## config.mk

```make
export PLATFORM = sky130hd
export DESIGN_NAME = drum_voice_flat
export DESIGN_NICKNAME = d
export VERILOG_FILES = /design/src/rtl/drum_voice_if.sv /design/src/rtl/drum_voice.sv /design/src/flat_wrapper.sv
export SDC_FILE = /design/constraint.sdc
export NUM_CORES = 1
export LEC_CHECK = 0
export ABC_AREA = 1
export BUFFER_PORTS_ARGS = -buffer_cell sky130_fd_sc_hd__buf_2
export CORE_ASPECT_RATIO = 0.6
export CORE_MARGIN = 3
export CORE_UTILIZATION = 60
export DETAILED_ROUTE_END_ITERATION = 12
export PLACE_DENSITY = 0.77
export SLEW_MARGIN = 10
export SYNTH_ARGS = -nofsm -noshare
export SYNTH_HDL_FRONTEND = slang
export SYNTH_SLANG_ARGS = --single-unit
```

## constraint.sdc

```tcl
create_clock -name clk -period 5.3 [get_ports clk]
set_input_delay 0.53 -clock clk [delete_from_list [all_inputs] [get_ports clk]]
set_output_delay 0.53 -clock clk [all_outputs]
set_load 0.1 [all_outputs]
```

## src/rtl/drum_voice_if.sv

```systemverilog
`default_nettype none
// ============================================================================
// drum_voice_if : play controls from the sequencer, audio sample to the mixer
// Revision      : 1.0
// ============================================================================
interface drum_voice_if;
  logic              en;
  logic              go;
  logic              mode;
  logic signed [7:0] out;
  logic              busy;

  modport master (output en, go, mode, input out, busy);
  modport slave  (input en, go, mode, output out, busy);
endinterface
`default_nettype wire

```

## src/rtl/drum_voice.sv

```systemverilog
`default_nettype none
// ============================================================================
// drum_voice : one-shot percussive voice, square tone or LFSR noise under a
//              decaying envelope. Optional kick pitch sweep: DRUM_VOICE_PITCH_SWEEP_EN
// Revision   : 1.0
// ============================================================================
module drum_voice #(
  parameter int CLK_DIV     = 1042,
  parameter int DECAY_SHIFT = 4,
  parameter int TONE_HALF   = 64
) (
  input  wire logic   clk,
  input  wire logic   reset,
  drum_voice_if.slave bus
);

  localparam int              CNT_W     = (CLK_DIV > 1) ? $clog2(CLK_DIV) : 1;
  localparam logic [CNT_W-1:0] CNT_LAST = CNT_W'(CLK_DIV - 1);
  localparam logic [7:0]      HALF_INIT = 8'(TONE_HALF);
  localparam logic [15:0]     LFSR_SEED = 16'hACE1;

  typedef enum logic [0:0] {
    IDLE = 1'b0,
    PLAY = 1'b1
  } state_t;

  state_t             state;
  logic [CNT_W-1:0]   strobe_cnt;
  logic               strobe;
  logic               go_q;
  logic               trigger;
  logic [7:0]         env;
  logic [8:0]         env_diff;
  logic [7:0]         env_next;
  logic [7:0]         tone_cnt;
  logic [7:0]         half;
  logic [7:0]         half_last;
  logic               phase_pos;
  logic [15:0]        lfsr;
  logic               lfsr_fb;
  logic signed [7:0]  src;
  logic signed [16:0] product;
  logic signed [7:0]  sample;
  logic               unused_product;

  always_ff @(posedge clk or negedge reset) begin
    if (!reset) begin
      strobe_cnt <= '0;
    end else if (strobe) begin
      strobe_cnt <= '0;
    end else begin
      strobe_cnt <= strobe_cnt + 1'b1;
    end
  end

  assign strobe  = (strobe_cnt == CNT_LAST);
  assign trigger = bus.go & ~go_q & bus.en;

  // Env is at least 1 while playing, so the borrow bit only guards misuse.
  assign env_diff = {1'b0, env} - {1'b0, (env >> DECAY_SHIFT)} - 9'd1;
  assign env_next = env_diff[8] ? 8'd0 : env_diff[7:0];

  assign lfsr_fb = lfsr[15] ^ lfsr[13] ^ lfsr[12] ^ lfsr[10];

  always_comb begin
    src = phase_pos ? 8'sd127 : -8'sd127;
    if (bus.mode) begin
      src = signed'(lfsr[7:0]);
    end
  end

  assign product        = 17'(src) * 17'(signed'({1'b0, env}));
  assign unused_product = ^{product[16], product[7:0]};
  assign half_last      = half - 8'd1;

`ifdef DRUM_VOICE_PITCH_SWEEP_EN
  logic [3:0] sweep_cnt;

  // Half-period grows by one every 16 strobes of a note, lowering the pitch.
  always_ff @(posedge clk or negedge reset) begin
    if (!reset) begin
      sweep_cnt <= '0;
      half      <= HALF_INIT;
    end else if (trigger) begin
      sweep_cnt <= '0;
      half      <= HALF_INIT;
    end else if (state == PLAY && strobe) begin
      sweep_cnt <= sweep_cnt + 4'd1;
      if (&sweep_cnt && half != 8'hFF) begin
        half <= half + 8'd1;
      end
    end
  end
`else
  assign half = HALF_INIT;
`endif

  always_ff @(posedge clk or negedge reset) begin
    if (!reset) begin
      state     <= IDLE;
      sample    <= '0;
      env       <= '0;
      tone_cnt  <= '0;
      phase_pos <= 1'b1;
      go_q      <= 1'b0;
      lfsr      <= LFSR_SEED;
    end else begin
      go_q <= bus.go;
      if (strobe) begin
        lfsr <= {lfsr[14:0], lfsr_fb};
      end
      if (!bus.en) begin
        state  <= IDLE;
        sample <= '0;
        env    <= '0;
      end else begin
        case (state)
          IDLE: sample <= '0;
          PLAY: begin
            if (strobe) begin
              env <= env_next;
              if (tone_cnt == half_last) begin
                tone_cnt  <= '0;
                phase_pos <= ~phase_pos;
              end else begin
                tone_cnt <= tone_cnt + 8'd1;
              end
              if (env_next == 8'd0 && !trigger) begin
                state  <= IDLE;
                sample <= '0;
              end else begin
                sample <= product[15:8];
              end
            end
          end
          default: state <= IDLE;
        endcase
        // A trigger restarts the note and overrides a same-cycle decay end.
        if (trigger) begin
          state     <= PLAY;
          env       <= 8'hFF;
          tone_cnt  <= '0;
          phase_pos <= 1'b1;
        end
      end
    end
  end

  assign bus.out  = sample;
  assign bus.busy = (state == PLAY);

endmodule
`default_nettype wire

```

## src/flat_wrapper.sv

```systemverilog
// flat-port wrapper written by rule: the top's interface ports become plain ports
module drum_voice_flat 
#(
  parameter int CLK_DIV     = 1042,
  parameter int DECAY_SHIFT = 4,
  parameter int TONE_HALF   = 64
)
  (clk, reset, bus_en, bus_go, bus_mode, bus_out, bus_busy);
  drum_voice_if bus_i ();
  input  wire logic clk;
  input  wire logic reset;
  input wire logic [$bits(bus_i.en)-1:0] bus_en;
  input wire logic [$bits(bus_i.go)-1:0] bus_go;
  input wire logic [$bits(bus_i.mode)-1:0] bus_mode;
  output wire logic [$bits(bus_i.out)-1:0] bus_out;
  output wire logic [$bits(bus_i.busy)-1:0] bus_busy;
  assign bus_i.en = bus_en;
  assign bus_i.go = bus_go;
  assign bus_i.mode = bus_mode;
  assign bus_out = bus_i.out;
  assign bus_busy = bus_i.busy;
  drum_voice #(.CLK_DIV(CLK_DIV), .DECAY_SHIFT(DECAY_SHIFT), .TONE_HALF(TONE_HALF)) u_core (.clk(clk), .reset(reset), .bus(bus_i));
endmodule
```

### Yosys cells after proc, flatten, opt, wreduce, memory -nomap -nowiden

Index checks and enable logic that the tools add are counted.

* bits in registers: 54
* bits of input ports: 5
* output and inout bits: 9
* word-level logic and storage cells: 60

* add/sub/neg operators: 4
* multiply operators: 1
* eq/ne operators: 5
* muxes and demuxes: 25
* bitwise operators: 8
* reduce and logical (&&, ||, !) cells: 9

Operators with widths (count)
* two-way mux 8 bit: 14
* multiplier 8 x 9 -> 16 bit: 1
* case mux 8 bit (2 select lines): 1
* adder 11 x 1 -> 11 bit (second input constant): 1
* equality test 11 bit (second input constant): 1
* two-way mux 11 bit: 1
* two-way mux 1 bit: 9
* subtractor 8 x 4 -> 9 bit: 1
* subtractor 9 x 1 -> 9 bit (second input constant): 1
* adder 8 x 1 -> 8 bit (second input constant): 1
* equality test 8 x 6 -> 1 bit (second input constant): 1
* logical NOT 8 bit: 1
* inequality test 3 x 1 -> 1 bit (second input constant): 2
* nonzero test 2 bit: 3
* AND reduction 4 bit: 1
* inequality test 3 bit (second input constant): 1
* NOT 1 bit: 3
* AND reduction 3 bit: 1
* bitwise XOR 1 bit: 3
* bitwise AND 1 bit: 2
* AND reduction 2 bit: 1
* logical AND 1 bit: 1
* logical NOT 1 bit: 1

### Logic depth before layout (Yosys ltp)

* word-level depth: 10
* gate-level depth with buffers: 25
* gate-level depth less buffers: 25

### Worst setup path before layout

OpenSTA, ideal clock, no wires.

* path type: input to register
* start: input bus_mode
* end: register u_core.sample[6] (netlist: u_core.bus.out[6])
* library setup time: 0.120 ns
* arrival time: 4.302 ns
* required time: 5.180 ns
* slack: 0.878 ns
* cell stages on the path: 22
* cells stage by stage: inv_2 nand2_1 inv_1 a21oi_1 nor2_1 fa_1 fa_1 fa_1 inv_1 fa_1 inv_1 ha_1 nand2_1 inv_1 a21oi_1 nand2_1 nand2_1 nand3_1 nand2_1 inv_1 nand3_1 nand2_1

* cells in the longest elaborated chain, start to end: 6

RTL lines
* start: declaration: line flat_wrapper.sv:14 `input wire logic [$bits(bus_i.mode)-1:0] bus_mode;`
* two-way mux 8 bit: line drum_voice.sv:67 `if (bus.mode) begin`
* multiplier 8 x 9 -> 16 bit: line drum_voice.sv:72 `assign product = 17'(src) * 17'(signed'({1'b0, env}));`
* two-way mux 8 bit: line drum_voice.sv:128 `if (env_next == 8'd0 && !trigger) begin`
* two-way mux 8 bit: line drum_voice.sv:120 `if (strobe) begin`
* case mux 8 bit (2 select lines): line drum_voice.sv:117 `case (state)`
* two-way mux 8 bit: line drum_voice.sv:112 `if (!bus.en) begin`
* end signal: assignment: line drum_voice.sv:132 `sample <= product[15:8];`
* end: declaration: line drum_voice.sv:43 `logic signed [7:0] sample;`

No other way between the ends. The select of a mux whose other input is x is not followed.
A chain may end at the register's enable or synchronous reset.

### Worst setup path after layout

* start: register u_core.phase_pos
* end: register u_core.sample[7] (netlist: u_core.bus.out[7])

* cells in the longest elaborated chain, start to end: 7

RTL lines
* start: declaration: line drum_voice.sv:38 `logic phase_pos;`
* start signal: assignment: line drum_voice.sv:124 `phase_pos <= ~phase_pos;`
* two-way mux 8 bit: line drum_voice.sv:66 `src = phase_pos ? 8'sd127 : -8'sd127;`
* two-way mux 8 bit: line drum_voice.sv:67
* multiplier 8 x 9 -> 16 bit: line drum_voice.sv:72
* two-way mux 8 bit: line drum_voice.sv:128
* two-way mux 8 bit: line drum_voice.sv:120
* case mux 8 bit (2 select lines): line drum_voice.sv:117
* two-way mux 8 bit: line drum_voice.sv:112

No other way between the ends. The select of a mux whose other input is x is not followed.

==> results.py <==
metrics = {
    "outcome": {
        "outcome": "finished clean",
    },
    "floorplanning": {
        "chipWidth_um": 123,
        "die_area_sq_um": 9320,
        "initial_core_util_pct": 64.5,
        "placementRows": 24,
        "top_ports": 14,
        "fp.coreArea_sq_um": 7600,
        "die_h_um": 76.0,
    },
    "global_routing": {
        "grt_max_degree": 55,
        "first_pass_grt_wire_length_mm": 19.7,
        "grt-ovfl-total": 0,
        "first_global_vias": 4062,
        "grt_antenna_before_repair": 0,
        "overall_track_demand_over_capacity_in_global_routing_pct": 26.3,
    },
    "setup_path": {
        "timing.critical_path.fanout_max": 7,
        "worst_path_largest_cell_delay_ns": 0.59,
        "reg2reg_slack_ns": 0.54,
        "r2r_end": "u_core.bus.out[7]",
        "worstSetupPathType": "reg2reg",
        "worst_ep_required_time_ns": 5.53,
        "crit_path_start_kind": "flip-flop",
        "critical_path.cell_chain": "nand2_1 > inv_1 > a21oi_1 > buf_4 > nor2_1 > fa_1 > fa_1 > fa_1 > inv_1 > fa_1 > inv_1 > ha_1 > nand2_1 > o21ai_0 > nand2_1 > nand3_1 > nand2_1 > nand2_1 > nand3_1 > nand2_1",
        "cp_arrival_ns": 4.99,
        "worst_path_max_delay_cell": "sky130_fd_sc_hd__dfstp_2",
        "reg2reg_from": "u_core.phase_pos",
        "timing.critical_path.mode_cell": "sky130_fd_sc_hd__nand2_1",
        "cp-end-kind": "flip-flop",
        "rr_worst_depth": 20,
    },
    "finish": {
        "drive_gt1_share_pct": 10.4,
        "areaGrowthSynthToFinish_pct": 7.74,
        "antenna_cells_inserted": 0,
        "num-nets-final": 746,
        "layout.filler_cells": 607,
    },
    "sta": {
        "slew_violations": 0,
        "rsz_0062_raised_after_global_routing": "no",
        "final.min_clock_period_ns": 4.76,
        "max-slew-margin-rel_pct": 54.3,
        "max_fclk_ghz": 0.210,
        "holdWs_ns": 0.357,
        "final.setup.tns_ns": 0,
        "setup_violations": 0,
        "timing_hold_violations_final": 0,
        "finalCritPeriodShare_pct": 89.8,
        "worst_pin_slew_ns": 0.685,
        "skew_ns": 0.00640,
    },
    "synthesis": {
        "synth_area_leaders": "sky130_fd_sc_hd__dfrtp_1, sky130_fd_sc_hd__fa_1, sky130_fd_sc_hd__nand2_1",
        "avgSynthCellArea_sq_um": 7.65,
        "synthMostInstantiatedCell": "sky130_fd_sc_hd__nand2_1",
        "postSynthNetCount": 726,
        "synth_edf_count": 0,
        "synth_sequential_area_ratio_pct": 27.8,
        "ys_seq_elements": 54,
        "netlist.area_leader.share_pct": 23.0,
        "post_synth_num_cell_types": 35,
        "synth_ff_type": "sky130_fd_sc_hd__dfrtp_1",
        "synth_top_area_cell": "sky130_fd_sc_hd__dfrtp_1",
        "async_reset_ff_share_pct": 100,
        "yosysWarnings": 0,
        "postSynthCellCount": 640,
        "synth.top_cells.by_count": "sky130_fd_sc_hd__nand2_1, sky130_fd_sc_hd__inv_1, sky130_fd_sc_hd__nor2_1, sky130_fd_sc_hd__dfrtp_1, sky130_fd_sc_hd__ha_1",
        "post_synth_instance_area_sq_um": 4900,
    },
    "cts": {
        "cts_hold_repair.buffers": 0,
        "cts_made_buffers": 5,
        "clkSlewWorstSetupHoldPaths_ns": 0.07,
        "clock_path_buffers": 2,
        "tritoncts_sinks": 54,
        "clock_tree.htree_level_count": 2,
        "cts_tree": "done",
        "ctsRootBufferMaster": "sky130_fd_sc_hd__clkbuf_16",
        "clock_latency_ns": 0.29,
        "post_cts_resize_count": 0,
        "postCtsSetupRepairBufs": 0,
    },
    "detailed_routing": {
        "number_of_design_rule_violations_left_after_detail_routing": 0,
        "vias_per_cell": 5.51,
        "drt_pass1_iterations": 7,
        "detail-route-antenna-nets": 0,
        "detail_routed_net_length_per_standard_cell_um": 14.9,
        "postRouteWirelength_mm": 11.4,
        "vias": 4218,
        "first_iter_violations": 431,
    },
    "placement": {
        "placement.io_buffers": 13,
        "dp.final_hpwl_mm": 8.99,
        "gp_routability_congestion": 0.934,
    },
    "power": {
        "power.static_leakage_uw": 0.00295,
        "power_per_cell_area_nw_per_um2": 234,
        "ir_worst_vdd_uv": 149,
    },
    "job": {
        "max_cap_viol": 0,
    },
    "worst_hold_path": {
        "worstHoldPathType": "in2async",
    },
}
## layout make-up
class	count	area (sq um)	area share, %
inverters	108	410	7.78
multi-input cells	471	3080	58.4
flip-flops and latches	54	1360	25.8
well taps	104	130	2.47
clock inverters	1	30.0	0.569
clock buffers	7	143	2.70
repair buffers	20	118	2.23
## metrics by stage
| step | utilization [%] | total power (uW) | std cells | worst slack, ns | instance area, sq um |
|---|---|---|---|---|---|
| final | 69.4 | 1240 | 765 | 0.541 | 5280 |
| after CTS | 69.4 | 1240 | 765 | 0.561 | 5280 |
| after global routing | 69.4 | 1320 | 765 | 0.197 | 5280 |
| after floorplan | - | 738 | 640 | 0.878 | 4900 |
| after detailed placement | 67.2 | 853 | 757 | 0.416 | 5100 |
| after global placement | 67.2 | 843 | 757 | 0.488 | 5100 |
## report_power, final
group	internal [uW]	leakage, uW	switching [uW]
registers	421	0.000698	17.2
logic	144	0.00217	273
clock network	236	0.0000841	144
total	801	0.00295	434
## per-layer routing
metal	up-vias	part of all wire, %	GRT usage (%)
li1	2033	-	-
met1	1998	48	41.5
met4	0	1.0	3.24
met5	-	0	0
met2	169	43	37.5
met3	18	8.1	6.90
## sequential cells by signal, summed over array words and instances, names as in the netlist
signal             cells
u_core.phase_pos       1
u_core.strobe_cnt     11
u_core.lfsr           16
u_core.env             8
u_core.bus.busy        1
u_core.go_q            1
u_core.tone_cnt        8
u_core.bus.out         8
## cell usage in the layout (no fill, tap or decap)
cell	netlist	layout
sky130_fd_sc_hd__nor3_1	5	5
sky130_fd_sc_hd__clkbuf_1	2	1
sky130_fd_sc_hd__fa_1	36	36
sky130_fd_sc_hd__nor3b_1	1	1
sky130_fd_sc_hd__or2_2	1	1
sky130_fd_sc_hd__inv_2	8	8
sky130_fd_sc_hd__ha_1	45	45
sky130_fd_sc_hd__nand3_1	40	40
sky130_fd_sc_hd__bufinv_16	0	1
sky130_fd_sc_hd__clkbuf_16	0	5
sky130_fd_sc_hd__inv_1	98	98
sky130_fd_sc_hd__nor2_2	4	4
sky130_fd_sc_hd__xnor2_1	9	9
sky130_fd_sc_hd__nand4_1	5	5
sky130_fd_sc_hd__nand3_2	1	1
sky130_fd_sc_hd__nand2_1	168	168
sky130_fd_sc_hd__nor4_1	1	1
sky130_fd_sc_hd__buf_4	1	7
sky130_fd_sc_hd__o21bai_1	2	2
sky130_fd_sc_hd__dfrtp_1	45	45
sky130_fd_sc_hd__nand2_2	7	7
sky130_fd_sc_hd__o21ai_0	18	18
sky130_fd_sc_hd__mux2i_1	1	1
sky130_fd_sc_hd__xor2_1	6	6
sky130_fd_sc_hd__o21ai_1	4	4
sky130_fd_sc_hd__nor2_4	4	4
sky130_fd_sc_hd__inv_4	2	2
sky130_fd_sc_hd__a21oi_1	23	23
sky130_fd_sc_hd__buf_2	3	13
sky130_fd_sc_hd__dfstp_2	9	9
sky130_fd_sc_hd__nor3_2	2	2
sky130_fd_sc_hd__o211ai_1	1	1
sky130_fd_sc_hd__nand2_4	3	3
sky130_fd_sc_hd__clkbuf_8	0	1
sky130_fd_sc_hd__a31oi_1	2	2
sky130_fd_sc_hd__nor2_1	81	81
sky130_fd_sc_hd__o21ai_2	1	1
## cells by family after synthesis
| family | synth area share, % |
|---|---|
| muxes | 0.204 |
| AOI/OAI and AO/OA | 5.49 |
| buffers and inverters | 9.22 |
| xor gates and xnor gates | 2.68 |
| adders and majority gates | 26.2 |
| and+or+nand+nor | 28.4 |
| DFF | 27.8 |
## worst max path at each step
stage	slack [ns]	to	cells past startpoint	start
after floorplan	0.88	u_core.bus.out[6]	22	bus_mode
after global placement	0.49	u_core.bus.out[3]	21	bus_mode
after detailed placement	0.42	u_core.bus.out[7]	22	bus_mode
after CTS	0.56	u_core.bus.out[7]	20	u_core.phase_pos
after global routing	0.20	u_core.bus.out[7]	19	u_core.phase_pos
final	0.54	u_core.bus.out[7]	20	u_core.phase_pos
## worst max-delay path, delay by kind of cell, from the launching register on
family	cells	cell delay, ns
adders and majority gates	5	2.42
AOI/OAI and AO/OA	2	0.37
buffers and inverters	4	0.40
DFF	1	0.59
and+or+nand+nor	9	0.91
No activity file was read; power rests on OpenSTA's default activity.
